===== config.mk =====
export PLATFORM = sky130hd
export DESIGN_NAME = udt_hs_ctrl
export DESIGN_NICKNAME = d
export VERILOG_FILES = /design/src/rtl/udt_hs_ctrl.sv
export SDC_FILE = /design/constraint.sdc
export NUM_CORES = 1
export LEC_CHECK = 0
export ABC_AREA = 1
export BUFFER_PORTS_ARGS = -buffer_cell sky130_fd_sc_hd__buf_4
export CORE_MARGIN = 5
export CORE_UTILIZATION = 45
export CTS_BUF_LIST = sky130_fd_sc_hd__clkbuf_4
export DETAILED_ROUTE_END_ITERATION = 10
export PLACE_DENSITY = 0.75
export SYNTH_ARGS = -nofsm -noshare
export SYNTH_HDL_FRONTEND = slang
export SYNTH_SLANG_ARGS = --single-unit

===== constraint.sdc =====
create_clock -name clk -period 6.05 [get_ports clk]
set_clock_uncertainty 0.2 [all_clocks]
set_input_delay 1.21 -clock clk [delete_from_list [all_inputs] [get_ports clk]]
set_output_delay 1.21 -clock clk [all_outputs]
set_load 0.005 [all_outputs]

===== src/rtl/udt_hs_ctrl.sv =====
// UDT-style two-way handshake controller.
// Accepts first/second handshake requests and emits the matching responses.
module udt_hs_ctrl #(
  parameter int          TIMEOUT  = 1024,
  parameter logic [31:0] ISN_SEED = 32'h1234_5678
) (
  input  logic        clk,
  input  logic        rst,
  input  logic        listen_en,
  input  logic        close,
  input  logic        client_type_en,
  input  logic [31:0] client_type,
  input  logic [31:0] client_sock_id,
  output logic        client_type_ready,
  output logic        serve_type_en,
  input  logic        serve_ready,
  output logic [31:0] serve_type,
  output logic [31:0] serve_isn,
  output logic [31:0] serve_sock_id,
  output logic        connected,
  output logic        timeout_err,
  output logic [15:0] drop_cnt
);

  typedef enum logic [2:0] {
    IDLE, LISTEN, RESP1, WAIT2, RESP2, CONN
  } state_t;

  localparam int          TW   = $clog2(TIMEOUT + 1);
  localparam logic [31:0] TAPS = 32'h8020_0003;
  // a zero seed would lock the LFSR up
  localparam logic [31:0] SEED =
    (ISN_SEED == 32'h0) ? 32'h1 : ISN_SEED;

  state_t        state, nxt;
  logic [TW-1:0] tcnt;
  logic [31:0]   lfsr;
  logic          acc, consume, is_first;
  logic          is_second, sock_ok, take, tmo;

  assign acc       = client_type_en && client_type_ready;
  assign consume   = serve_type_en && serve_ready;
  assign is_first  = client_type == 32'h0;
  assign is_second = client_type == 32'hffff_ffff;
  assign sock_ok   = client_sock_id == serve_sock_id;

  assign take = listen_en && acc &&
    ((state == LISTEN && is_first) ||
     (state == WAIT2 &&
      (is_first || (is_second && sock_ok))));

  assign tmo = listen_en && state == WAIT2 &&
    tcnt == TW'(TIMEOUT - 1) && !take;

  always_ff @(posedge clk or posedge rst) begin
    if (rst) state <= IDLE;
    else     state <= nxt;
  end

  always_comb begin
    nxt = state;
    if (!listen_en) begin
      nxt = IDLE;
    end else begin
      unique case (state)
        IDLE:    nxt = LISTEN;
        LISTEN:  if (take) nxt = RESP1;
        RESP1:   if (consume) nxt = WAIT2;
        WAIT2: begin
          if (take)     nxt = is_first ? RESP1 : RESP2;
          else if (tmo) nxt = LISTEN;
        end
        RESP2:   if (consume) nxt = CONN;
        CONN:    if (close) nxt = LISTEN;
        default: nxt = IDLE;
      endcase
    end
  end

  always_comb begin
    client_type_ready = 1'b0;
    serve_type_en     = 1'b0;
    serve_type        = 32'h0;
    connected         = 1'b0;
    unique case (1'b1)
      state == LISTEN,
      state == WAIT2: client_type_ready = 1'b1;
      state == RESP1: begin
        serve_type_en = 1'b1;
        serve_type    = 32'h1;
      end
      state == RESP2: begin
        serve_type_en = 1'b1;
        serve_type    = 32'hffff_ffff;
      end
      state == CONN:  connected = 1'b1;
      default: ;
    endcase
  end

  always_ff @(posedge clk or posedge rst) begin
    if (rst) begin
      lfsr          <= SEED;
      tcnt          <= '0;
      serve_isn     <= 32'h0;
      serve_sock_id <= 32'h0;
      timeout_err   <= 1'b0;
      drop_cnt      <= 16'h0;
    end else begin
      lfsr <= (lfsr >> 1) ^ (lfsr[0] ? TAPS : 32'h0);
      // counter runs only while waiting for the second request
      if (state == WAIT2) tcnt <= tcnt + TW'(1);
      else                tcnt <= '0;
      if (state == LISTEN && take) begin
        serve_isn     <= lfsr;
        serve_sock_id <= client_sock_id;
      end
      timeout_err <= tmo;
      if (client_type_en && !take &&
          drop_cnt != 16'hffff)
        drop_cnt <= drop_cnt + 16'h1;
    end
  end

endmodule

Word-level counts from Yosys, hierarchy flattened
Cells that the tools add are included.
{ "word_totals": {"elab_cells": 60, "ff_bits": 127, "output_inout_bits": 116} }
{ "op_classes": {"bitwise": 1, "n_reduce_logical": 21, "n_eq_ne": 14, "n_addsub": 2, "n_mux": 15} }
{ "op_table": {"columns": ["operator", "count"], "rows": [
  ["$pmux W32 S2", 1],
  ["$eq A32 B32 Y1", 1],
  ["$eq A32 B32 Y1 const B", 1],
  ["$logic_not A32 Y1", 1],
  ["$mux W32", 1],
  ["$xor A31 B32 Y32", 1],
  ["$mux W3", 8],
  ["$pmux W3 S6", 1],
  ["$add A16 B1 Y16 const B", 1],
  ["$ne A16 B16 Y1 const B", 1],
  ["$logic_and A1 B1 Y1", 13],
  ["$ne A3 B3 Y1 const B", 4],
  ["$add A11 B1 Y11 const B", 1],
  ["$eq A11 B10 Y1 const B", 1],
  ["$mux W11", 1],
  ["$eq A3 B2 Y1 const B", 2],
  ["$eq A3 B3 Y1 const B", 2],
  ["$reduce_and A5 Y1", 1],
  ["$ne A4 B4 Y1 const B", 1],
  ["$reduce_or A2 Y1", 2],
  ["$eq A3 B1 Y1 const B", 1],
  ["$logic_not A3 Y1", 1],
  ["$mux W1", 3],
  ["$logic_or A1 B1 Y1", 2],
  ["$logic_not A1 Y1", 1]
]} }

Logic depth before layout (Yosys ltp)
{ "logic_depth": {"word_depth": 12, "depth_mapped": 16, "ltp_nobuf": 16} }

Worst setup path before layout
OpenSTA, ideal clock, no wires.
{ "synth_timing": {"kind": "register to output", "from": "register state[0]", "to": "output serve_type[0]", "path_slack_ns": 2.630, "t_arrival_ns": 2.010, "path_stages_with_launch": 7, "required_ns": 4.640, "n_path_buf": 1, "cell_sequence": "dfrtp_1 nor2_1 inv_1 nor2_1 nor2_1 inv_1 buf_4"} }
{ "synth_between": {"elab_chain_len": 2, "elab_cells_between_ends": 3} }
{ "synth_rtl": {"columns": ["element", "line", "source"], "rows": [
  ["start, declared", "35", "state_t state, nxt;"],
  ["start signal, assigned", "57", "else state <= nxt;"],
  ["$eq A3 B3 Y1 or $eq A3 B2 Y1 (tied branches)", "92, 88", null],
  ["$pmux W32 S2 *", "85", "unique case (1'b1)"],
  ["end, declared", "17", "output logic [31:0] serve_type,"]
]} }
Mark *: on every way between the ends. The rest lies on a longest branch, timed or not.

Worst setup path in the final report
{ "layout_timing": {"from": "register state[2]", "to": "output serve_type[0]"} }
The elaborated chain is that of the path after synthesis.

==> insert_results.sql <==
INSERT INTO impl_metrics (metric_group, metric, value, unit) VALUES
('clocking', 'worstSkewPairLatency', '530', 'ps'),
('drt', 'drt-initial-drc-count', '223', ''),
('floorplanning', 'fp.dieW', '132', 'µm'),
('clocking', 'numClockSinks', '127', ''),
('synth', 'synth_seq_area_share', '0.478', ''),
('synth', 'synthesis.area', '6690', 'µm²'),
('sta', 'slew_headroom', '0.295', ''),
('floorplanning', 'die_height', '132', 'µm'),
('worst_setup_path', 'endpoint_kind', 'primary output', ''),
('synth', 'post_synth_inst_count', '789', ''),
('sta', 'slew_viol_final', '0', ''),
('floorplanning', 'dieArea', '17400', 'µm²'),
('drt', 'wl', '15200', 'µm'),
('finish', 'final_area', '8140', 'µm²'),
('synth', 'synth-async-reset-ratio', '1.00', ''),
('drt', 'detail_route.first_pass.iterations', '4', ''),
('placement', 'post-dp-hpwl', '11700', 'µm'),
('power', 'p_per_area', '215', 'nW/µm²'),
('synth', 'synth_edf_count', '0', ''),
('global_route', 'grt_first_pass_wirelength', '25200', 'µm'),
('synth', 'postSynthNetCount', '861', ''),
('drt', 'final_antenna_net_count', '0', ''),
('global_route', 'first_global_vias', '5100', ''),
('status', 'run_status', 'completed', ''),
('worst_setup_path', 'cp-startpoint', 'state[2]', ''),
('clocking', 'resized_gates_after_cts', '0', ''),
('clocking', 'cts.hold.buffers_added', '0', ''),
('clocking', 'tritoncts_buffer_count', '17', ''),
('synth', 'syn-mean-instance-area', '8.47', 'µm²'),
('placement', 'placement.cell_area', '7880', 'µm²'),
('clocking', 'cts_tree', 'done', ''),
('clocking', 'clkTransAtPathRegs', '110', 'ps'),
('sta', 'hold_slack', '159', 'ps'),
('global_route', 'globalRouteOverflowTotal', '0', ''),
('worst_setup_path', 'start_kind', 'flop', ''),
('drt', 'detailroute.via_count', '5315', ''),
('placement', 'globalplace.congestion', '0.888', ''),
('sta', 'finalHoldViolations', '0', ''),
('finish', 'final_core_utilization', '0.560', ''),
('floorplanning', 'core_region_area', '14500', 'µm²'),
('synth', 'ys_ff_latch', '127', ''),
('worst_hold_path', 'min-delay-start', 'lfsr[4]', ''),
('placement', 'io_buffers', '185', ''),
('worst_setup_path', 'worstPathMaxFanout', '33', ''),
('sta', 'clock.fmax', '265', 'MHz'),
('worst_setup_path', 'worst-setup-path-type', 'reg2out', ''),
('power', 'power.leakage', '0.00409', 'µW'),
('sta', 'fin_tns_setup', '0', 'ps'),
('clocking', 'post-cts-setup-buffers', '0', ''),
('drt', 'routedWlPerCell', '13.2', 'µm'),
('sta', 'setup-violations-final', '0', ''),
('global_route', 'largest_net_degree_at_the_start_of_global_routing', '46', ''),
('sta', 'layout_worst_path_cycle_share', '0.623', ''),
('worst_hold_path', 'min-delay-path-class', 'reg2reg', ''),
('clocking', 'clock_path_buffers', '2', ''),
('finish', 'area_delta_synth_final', '21.7', '%'),
('drt', 'avgViaCountPerCell', '4.63', ''),
('floorplanning', 'row_count', '44', ''),
('run', 'max_cap_viol_count', '0', ''),
('floorplanning', 'floorplan.io_pins', '186', ''),
('global_route', 'grt_antenna_before_repair', '1', ''),
('power', 'vdd_ir_drop_max', '0.119', 'mV'),
('finish', 'share_of_layout_cells_above_drive_strength_1', '0.341', ''),
('sta', 'worst_pin_slew', '1060', 'ps'),
('clocking', 'ctsRootBufferMaster', 'sky130_fd_sc_hd__clkbuf_4', ''),
('placement', 'placedCellCount', '1116', ''),
('finish', 'layoutNonFillerInstCount', '1149', ''),
('floorplanning', 'floorplan.initialDensity', '0.460', ''),
('synth', 'top_ff_cell_synth', 'sky130_fd_sc_hd__dfrtp_1', ''),
('worst_setup_path', 'cp.arrival', '2360', 'ps'),
('global_route', 'grt.total_usage', '0.178', ''),
('clocking', 'clock_tree.htree_level_count', '4', ''),
('worst_setup_path', 'cp.required', '4640', 'ps'),
('worst_setup_path', 'worst_r2r_startpoint', 'state[0]', ''),
('sta', 'period_minus_slack', '3770', 'ps'),
('sta', 'unrepaired_setup_endpoints_after_global_routing', 'false', ''),
('synth', 'netlist-cell-type-count', '31', ''),
('finish', 'final_net_count', '1023', ''),
('drt', 'drc', '0', ''),
('finish', 'layout.filler_cells', '1364', ''),
('synth', 'yosysWarnings', '0', '');
-- cell usage after synthesis, types with 2 or more instances --
| cell | instances | area share |
|---|---|---|
| sky130_fd_sc_hd__buf_12 | 6 | 0.018 |
| sky130_fd_sc_hd__o21ai_0 | 14 | 0.010 |
| sky130_fd_sc_hd__nand2_1 | 204 | 0.11 |
| sky130_fd_sc_hd__o21ai_2 | 66 | 0.086 |
| sky130_fd_sc_hd__ha_1 | 2 | 0.0037 |
| sky130_fd_sc_hd__nand3b_1 | 3 | 0.0034 |
| sky130_fd_sc_hd__inv_1 | 123 | 0.069 |
| sky130_fd_sc_hd__nor2_1 | 85 | 0.048 |
| sky130_fd_sc_hd__nand2_2 | 23 | 0.022 |
| sky130_fd_sc_hd__a21oi_1 | 9 | 0.0067 |
| sky130_fd_sc_hd__nand3_1 | 20 | 0.015 |
| sky130_fd_sc_hd__nor4_1 | 2 | 0.0019 |
| sky130_fd_sc_hd__xnor2_1 | 13 | 0.017 |
| sky130_fd_sc_hd__dfrtp_1 | 114 | 0.43 |
| sky130_fd_sc_hd__xor2_1 | 17 | 0.022 |
| sky130_fd_sc_hd__o21ai_1 | 4 | 0.0030 |
| sky130_fd_sc_hd__buf_4 | 31 | 0.035 |
| sky130_fd_sc_hd__nor3_1 | 13 | 0.0097 |
| sky130_fd_sc_hd__buf_6 | 10 | 0.017 |
| sky130_fd_sc_hd__nand4_1 | 7 | 0.0066 |
| sky130_fd_sc_hd__dfstp_2 | 13 | 0.051 |
-- critical path, stage by stage, from the launching register on --
cell and delay, ps:
sky130_fd_sc_hd__dfrtp_1 480, sky130_fd_sc_hd__inv_1 160, sky130_fd_sc_hd__nor2_2 840, sky130_fd_sc_hd__nor2_1 120
sky130_fd_sc_hd__inv_1 120, sky130_fd_sc_hd__buf_4 120
-- final timing paths --
path | endpoint | slack, ps | cells past startpoint
worst max-delay path | serve_type[0] | 2280 | 5
worst min-delay path | lfsr[3] | 160 | 0
worst max register to register | serve_sock_id[31] | 3020 | 12
worst min register to register | lfsr[3] | 160 | 0
max in group asynchronous | lfsr[9] | 4170 | 3
min in group asynchronous | drop_cnt[8] | 520 | 2
-- layout by cell type (no fill, tap or decap), types with 2 or more instances in the layout --
| master | instances |
|---|---|
| sky130_fd_sc_hd__nand2_1 | 204 |
| sky130_fd_sc_hd__buf_4 | 190 |
| sky130_fd_sc_hd__inv_1 | 122 |
| sky130_fd_sc_hd__dfrtp_1 | 114 |
| sky130_fd_sc_hd__nor2_1 | 84 |
| sky130_fd_sc_hd__o21ai_2 | 66 |
| sky130_fd_sc_hd__nand2_2 | 23 |
| sky130_fd_sc_hd__clkbuf_4 | 21 |
| sky130_fd_sc_hd__nand3_1 | 20 |
| sky130_fd_sc_hd__xor2_1 | 17 |
| sky130_fd_sc_hd__o21ai_0 | 14 |
| sky130_fd_sc_hd__xnor2_1 | 13 |
| sky130_fd_sc_hd__nor3_1 | 13 |
| sky130_fd_sc_hd__dfstp_2 | 13 |
| sky130_fd_sc_hd__a21oi_1 | 9 |
| sky130_fd_sc_hd__nand4_1 | 7 |
| sky130_fd_sc_hd__clkinvlp_4 | 5 |
| sky130_fd_sc_hd__o21ai_1 | 4 |
| sky130_fd_sc_hd__nand3b_1 | 3 |
| sky130_fd_sc_hd__clkinv_2 | 3 |
| sky130_fd_sc_hd__inv_4 | 2 |
| sky130_fd_sc_hd__nor4_1 | 2 |
| sky130_fd_sc_hd__ha_1 | 2 |
-- registers in the layout, summed over array words and instances (netlist names) --
name / flops
serve_sock_id: 32
serve_isn: 32
drop_cnt: 16
lfsr: 32
tcnt: 11
timeout_err: 1
state: 3
-- stage by stage --
step                worst slack [ps]  power, µW
detailed placement              2240       1240
global placement                2260       1230
finish                          2280       1750
global route                    1980       1850
CTS                             2150       1770
floorplan                       1280       1100
-- per-layer routing --
layer	global-route usage	wire, µm	vias up
met4	0.0697	393	0
met2	0.273	6910	182
met5	0	0	-
li1	-	-	2712
met3	0.0679	1290	28
met1	0.228	6580	2393
-- cells by family after synthesis --
group,count (synthesis),share of synthesized area
compound gates,95,0.109
flops,127,0.478
simple gates,364,0.231
buf+inv,171,0.140
fa+ha+maj,2,0.00374
xor+xnor,30,0.0393
-- report_power, final --
group	total [µW]	internal [µW]	switching, µW
clock	529	219	310
combinational	301	129	172
sequential	916	880	36.1
total	1750	1230	518
-- layout make-up --
cell class | count | area [µm²] | share of cell area
Timing Repair Buffer | 190 | 1430 | 0.175
Sequential cell | 127 | 3190 | 0.393
Clock inverter | 11 | 95.1 | 0.0117
Multi-Input combinational cell | 491 | 2560 | 0.315
Tap cell | 184 | 230 | 0.0283
Inverter | 124 | 470 | 0.0578
Clock buffer | 21 | 158 | 0.0194
Antenna cell | 1 | 2.50 | 0.000308
(Power assumes the default switching activity.)
